$ cat src/rtl/ternary_fetch_unit.sv
// Instruction fetch sequencer for the ternary core: reads memory at the PC, holds the
// word for decode and drives the PC update strobe (+1 or a branch offset).
module ternary_fetch_unit #(
  parameter int WORD_SIZE     = 9,
  parameter int MEM_ADDR_SIZE = 4,
  parameter int FETCH_TIMEOUT = 15
) (
  input  logic                       clock,
  input  logic                       reset_n,
  input  logic [2*MEM_ADDR_SIZE-1:0] pc_in,
  output logic                       pc_reset_enable,
  output logic                       pc_update_enable,
  output logic [2*WORD_SIZE-1:0]     pc_value,
  output logic [2*MEM_ADDR_SIZE-1:0] mem_addr,
  output logic                       mem_read_enable,
  input  logic                       mem_ready,
  input  logic [2*WORD_SIZE-1:0]     mem_data,
  output logic [2*WORD_SIZE-1:0]     instr_out,
  output logic [2*MEM_ADDR_SIZE-1:0] instr_pc,
  output logic                       instr_valid,
  input  logic                       instr_ready,
  input  logic                       branch_enable,
  input  logic [2*WORD_SIZE-1:0]     branch_offset,
  input  logic                       halt,
  output logic                       halted,
  output logic                       fault,
  output logic [2:0]                 debug_state
);

  // Trit codes: -1 = 2'b10, 0 = 2'b00, +1 = 2'b01, so an all-zero vector is ternary zero.
  localparam logic [1:0] TRIT_POS = 2'b01;

  localparam logic [2*WORD_SIZE-1:0] PC_PLUS_ONE = {{(2*WORD_SIZE-2){1'b0}}, TRIT_POS};

  localparam int              CNT_W     = $clog2(FETCH_TIMEOUT + 1);
  localparam logic [CNT_W-1:0] LAST_WAIT = CNT_W'(FETCH_TIMEOUT - 1);

  typedef enum logic [2:0] {
    S_FETCH   = 3'd0,
    S_HOLD    = 3'd1,
    S_ADVANCE = 3'd2,
    S_HALTED  = 3'd3,
    S_FAULT   = 3'd4
  } state_t;

  state_t            state;
  logic [CNT_W-1:0]  wait_cnt;
  logic              redirect;

  assign pc_reset_enable = ~reset_n;
  assign debug_state     = state;

  // The PC absorbs its update on the same edge that enters FETCH, so the address is taken
  // straight from pc_in; a registered copy would issue the first read one update stale.
  assign mem_addr = pc_in;

  assign redirect = branch_enable &&
                    (state == S_FETCH || state == S_HOLD || state == S_ADVANCE);

  // Decode handshake: instr_valid stays high with instr_out/instr_pc frozen until a cycle
  // with instr_ready=1; that cycle is the transfer, unless branch_enable voids it.
  always_ff @(posedge clock) begin
    if (!reset_n) begin
      state            <= S_FETCH;
      wait_cnt         <= '0;
      pc_update_enable <= 1'b0;
      pc_value         <= '0;
      mem_read_enable  <= 1'b0;
      instr_out        <= '0;
      instr_pc         <= '0;
      instr_valid      <= 1'b0;
      halted           <= 1'b0;
      fault            <= 1'b0;
    end else begin
      pc_update_enable <= 1'b0;
      if (redirect) begin
        instr_valid      <= 1'b0;
        mem_read_enable  <= 1'b0;
        pc_value         <= branch_offset;
        pc_update_enable <= 1'b1;
        state            <= S_ADVANCE;
      end else begin
        unique case (state)
          S_FETCH: begin
            if (!mem_read_enable) begin
              mem_read_enable <= 1'b1;
            end else if (mem_ready) begin
              instr_out       <= mem_data;
              instr_pc        <= pc_in;
              instr_valid     <= 1'b1;
              mem_read_enable <= 1'b0;
              state           <= S_HOLD;
            end else begin
              wait_cnt <= wait_cnt + CNT_W'(1);
              if (wait_cnt == LAST_WAIT) begin
                fault           <= 1'b1;
                mem_read_enable <= 1'b0;
                state           <= S_FAULT;
              end
            end
          end
          S_HOLD: begin
            if (instr_ready) begin
              instr_valid <= 1'b0;
              if (halt) begin
                halted <= 1'b1;
                state  <= S_HALTED;
              end else begin
                pc_value         <= PC_PLUS_ONE;
                pc_update_enable <= 1'b1;
                state            <= S_ADVANCE;
              end
            end
          end
          S_ADVANCE: begin
            mem_read_enable <= 1'b1;
            wait_cnt        <= '0;
            state           <= S_FETCH;
          end
          S_HALTED: begin
            state <= S_HALTED;
          end
          S_FAULT: begin
            state <= S_FAULT;
          end
          default: begin
            state <= S_FAULT;
          end
        endcase
      end
    end
  end

endmodule

$ cat config.mk
export PLATFORM = sky130hd
export DESIGN_NAME = ternary_fetch_unit
export DESIGN_NICKNAME = d
export VERILOG_FILES = /design/src/rtl/ternary_fetch_unit.sv
export SDC_FILE = /design/constraint.sdc
export NUM_CORES = 1
export LEC_CHECK = 0
export ABC_AREA = 1
export CAP_MARGIN = 20
export CORE_MARGIN = 1.5
export CORE_UTILIZATION = 37
export CTS_CLUSTER_DIAMETER = 200
export DETAILED_ROUTE_END_ITERATION = 10
export GPL_TIMING_DRIVEN = 0
export MAX_ROUTING_LAYER = met4
export PLACE_DENSITY = 0.88
export SLEW_MARGIN = 15
export SYNTH_ARGS = -nofsm -noshare
export SYNTH_HDL_FRONTEND = slang
export SYNTH_SLANG_ARGS = --single-unit
$ cat constraint.sdc
create_clock -name clock -period 1.3 [get_ports clock]
set_clock_uncertainty 0.2 [all_clocks]
set_input_delay 0.195 -clock clock [delete_from_list [all_inputs] [get_ports clock]]
set_output_delay 0.195 -clock clock [all_outputs]
set_load 0.01 [all_outputs]
==> flow_metrics.env <==
export IMPL_synth_cells=303
export IMPL_hp_start="pc_in[4]"
export IMPL_clk_path_buf_depth=2
export IMPL_hold_end="instr_pc[4]"
export IMPL_cts_hold_fix_buffers=0
export IMPL_max_stage_delay_ns=0.39
export IMPL_synth_nets=355
export IMPL_vias=2855
export IMPL_hold_viol_final=0
export IMPL_drv_cap=0
export IMPL_clkSinkCount=56
export IMPL_drv_slew=0
export IMPL_dieHeight_um=83.0
export IMPL_insertedDiodeCount=0
export IMPL_fmax_mhz=626
export IMPL_antenna_found_initial=0
export IMPL_worstMarginPinSlew_ns=0.723
export IMPL_gp_congestion=0.853
export IMPL_timing_rr_end="instr_pc[6]"
export IMPL_critPathLaunchType="flop"
export IMPL_syn_cell_area_um2=2370
export IMPL_cellPowerDensity_nw_per_um2=865
export IMPL_crit_top_cell="nand3_4"
export IMPL_reg2reg_depth=7
export IMPL_grt_pass1_vias=2940
export IMPL_avgSynthCellArea_um2=7.81
export IMPL_worst_slack_ns=-0.297
export IMPL_cp_max_fo=6
export IMPL_io_pins=111
export IMPL_routed_wl_mm=8.91
export IMPL_critPathKind="reg2reg"
export IMPL_reg2reg_from="debug_state[0]"
export IMPL_crit_path_cell_trace="nor2_4, nand3_4, inv_6, nand3_4, buf_8, nand2_2, a21oi_1"
export IMPL_die_w_um=83.0
export IMPL_end_kind="flop"
export IMPL_grt_pass1_wl_mm=13.8
export IMPL_wl_per_cell_um=16.3
export IMPL_relSlewSlack_pct=51.8
export IMPL_drc_errors=0
export IMPL_critPathArrivalTime_ns=1.57
export IMPL_cts_buffers=5
export IMPL_htree_levels=2
export IMPL_drt_iter0_markers=109
export IMPL_rows=28
export IMPL_port_buffers=110
export IMPL_violations="negative setup slack"
export IMPL_start_util_pct=39.0
export IMPL_routed_via_density=5.23
export IMPL_core_area_um2=6060
export IMPL_place_ws_ns=-0.971
export IMPL_grt_total_usage_pct=24.9
export IMPL_rrSetupSlack_ns=-0.30
export IMPL_clkTransAtPathRegs_ns=0.10
export IMPL_fillCellCount=422
export IMPL_fin_nets=522
export IMPL_ir_worst_vdd_mv=0.693
export IMPL_postRouteAntennaNets=0
export IMPL_area_growth_pct=93.5
export IMPL_synth_seq_cells=56
export IMPL_synth_warnings=0
export IMPL_insertion_delay_ns=0.31
export IMPL_slowest_stage="dfxtp_4"
export IMPL_setup_viol_count_final=57
export IMPL_firstDrtPassIters=4
export IMPL_utilization_pct=75.5
export IMPL_final_layout_size_suffix_gt1_share_pct=63.1
export IMPL_ctsRootBufferMaster="clkbuf_8"
export IMPL_min_path_type="in2reg"
export IMPL_holdWs_ns=0.119
export IMPL_rsz0062_at_grt="yes"
export IMPL_hold_depth=3
export IMPL_grt_overflow=0
export IMPL_die_area_um2=6880
export IMPL_power_leakage_nw=1.84
export IMPL_period_share_pct=123
export IMPL_seq_area_frac_synth_pct=47.4
export IMPL_dpl_hpwl_mm=5.01
export IMPL_grt_max_degree=18
export IMPL_period_minus_slack_ns=1.60
export IMPL_cp_num_buf_inv=2
export IMPL_stdcell_count=546
export IMPL_crit_required_ns=1.27
export IMPL_cts_tree="done"
export IMPL_outcome="complete, but fails checks"
export IMPL_power_mw=3.96
export IMPL_yosysUniqueCellTypes=26
export IMPL_placedCellCount=488
export IMPL_path_delay_family="simple AND/OR/NAND/NOR gates"
-- cell type report --
| type | instances | area [um2] | area share [%] |
|---|---|---|---|
| Timing Repair Buffer | 159 | 1440 | 31.5 |
| Tap cell | 75 | 93.8 | 2.05 |
| Clock inverter | 2 | 12.5 | 0.273 |
| Multi-Input combinational cell | 206 | 1450 | 31.7 |
| Sequential cell | 56 | 1200 | 26.2 |
| Buffer | 25 | 203 | 4.43 |
| Inverter | 17 | 82.6 | 1.80 |
| Clock buffer | 6 | 93.8 | 2.05 |
-- placed cells by master, fill, tap and decap left out, types with 4 or more instances in the layout --
cell             synthesis  routed
dlygate4sd2_1            0       9
a21oi_2                  1      35
clkbuf_8                 0       5
buf_2                    5      30
clkdlybuf4s50_1          0      40
nor2_1                  18      13
nand4_1                 31      31
nand2_4                  1      24
dfxtp_1                 56       5
nand2_1                 80      31
clkdlybuf4s15_2          0      32
nand2_2                  1      28
nor2_4                   1       4
clkbuf_1                 5       4
dfxtp_2                  0      46
a21oi_1                 52      17
buf_6                    5      11
buf_4                   10      47
dfxtp_4                  0       5
inv_1                   13       9
nand3_1                 10       7
-- sequential cells by signal, summed over array words and instances (netlist names) --
signal / count
instr_out: 18
pc_value: 18
instr_pc: 8
wait_cnt: 4
debug_state: 3
fault: 1
halted: 1
instr_valid: 1
mem_read_enable: 1
pc_update_enable: 1
-- worst max-delay path by stage --
stage                        start  slack, ns  cells after the start               to
detailed placement         reset_n      -0.97                      4  pc_reset_enable
finish              debug_state[0]      -0.30                      7      instr_pc[6]
CTS                 debug_state[2]      -0.23                      7      instr_pc[6]
global route        debug_state[0]      -0.37                      7      wait_cnt[1]
floorplan           debug_state[0]      -0.13                      7     instr_out[0]
global placement           reset_n      -0.95                      4  pc_reset_enable
-- what timing repair did --
item / CTS / global route
cloned: 6 / 0
setup buffers: 19 / 25
resized for setup: 362 / 57
setup endpoints to repair: 117 / 96
pin swaps: 30 / 12
-- metrics by stage --
| stage | cell area (um2) | setup TNS [ns] |
|---|---|---|
| 5_1_grt | 4580 | -16.74 |
| 2_1_floorplan | 2380 | -3.00 |
| 3_3_place_gp | 3570 | -26.73 |
| 3_5_place_dp | 3570 | -28.44 |
| 6_report | 4580 | -13.25 |
| 4_1_cts | 4370 | -10.03 |
-- synth_stat cells --
library cell / n / area (um2)
nor3_1: 1 / 5.00
dfxtp_1: 56 / 1120
inv_1: 13 / 48.8
clkinv_1: 1 / 3.75
nand3_1: 10 / 50.1
clkbuf_1: 5 / 18.8
nand4_1: 31 / 194
nor2_4: 1 / 11.3
inv_4: 2 / 12.5
a21oi_1: 52 / 260
buf_4: 10 / 75.1
inv_2: 1 / 3.75
nor2_1: 18 / 67.6
xnor2_1: 1 / 8.76
nand2_1: 80 / 300
nand2_2: 1 / 6.26
nand2_4: 1 / 11.3
nand3_2: 1 / 10.0
nand3b_1: 1 / 7.51
buf_6: 5 / 56.3
a211oi_1: 1 / 7.51
nand3_4: 1 / 17.5
o21ai_0: 2 / 10.0
buf_2: 5 / 25.0
a21oi_2: 1 / 8.76
ha_1: 2 / 25.0
-- cells by family after synthesis --
logic type,after synthesis,synth area share [%]
AND/OR/NAND/NOR,146,28.8
AO/OA/AOI/OAI,56,12.1
flip-flops,56,47.4
buffers and inverters,42,10.3
adder cells (fa/ha/maj),2,1.06
XOR/XNOR,1,0.370
-- power by group --
| part | internal (mW) | switching (mW) |
|---|---|---|
| Sequential | 1.79 | 0.0587 |
| Combinational | 0.529 | 0.511 |
| Clock | 0.494 | 0.576 |
-- worst reg2reg max path: cells and delay by family, from the launching register on --
family | cells | cell delay [ns]
compound gates | 1 | 0.06
flops | 1 | 0.39
buf+inv | 2 | 0.29
simple gates | 4 | 0.51
-- layer usage --
layer  GRT usage, %  vias to the layer above  share of wire, %  wire length (um)
met2           43.4                      133                52              4590
met5              -                        -                 0                 0
met4           9.85                        0               2.3               201
met1           27.2                     1347                39              3520
li1               -                     1353                 -                 -
met3           6.26                       22               6.8               603
(Power assumes the default switching activity.)
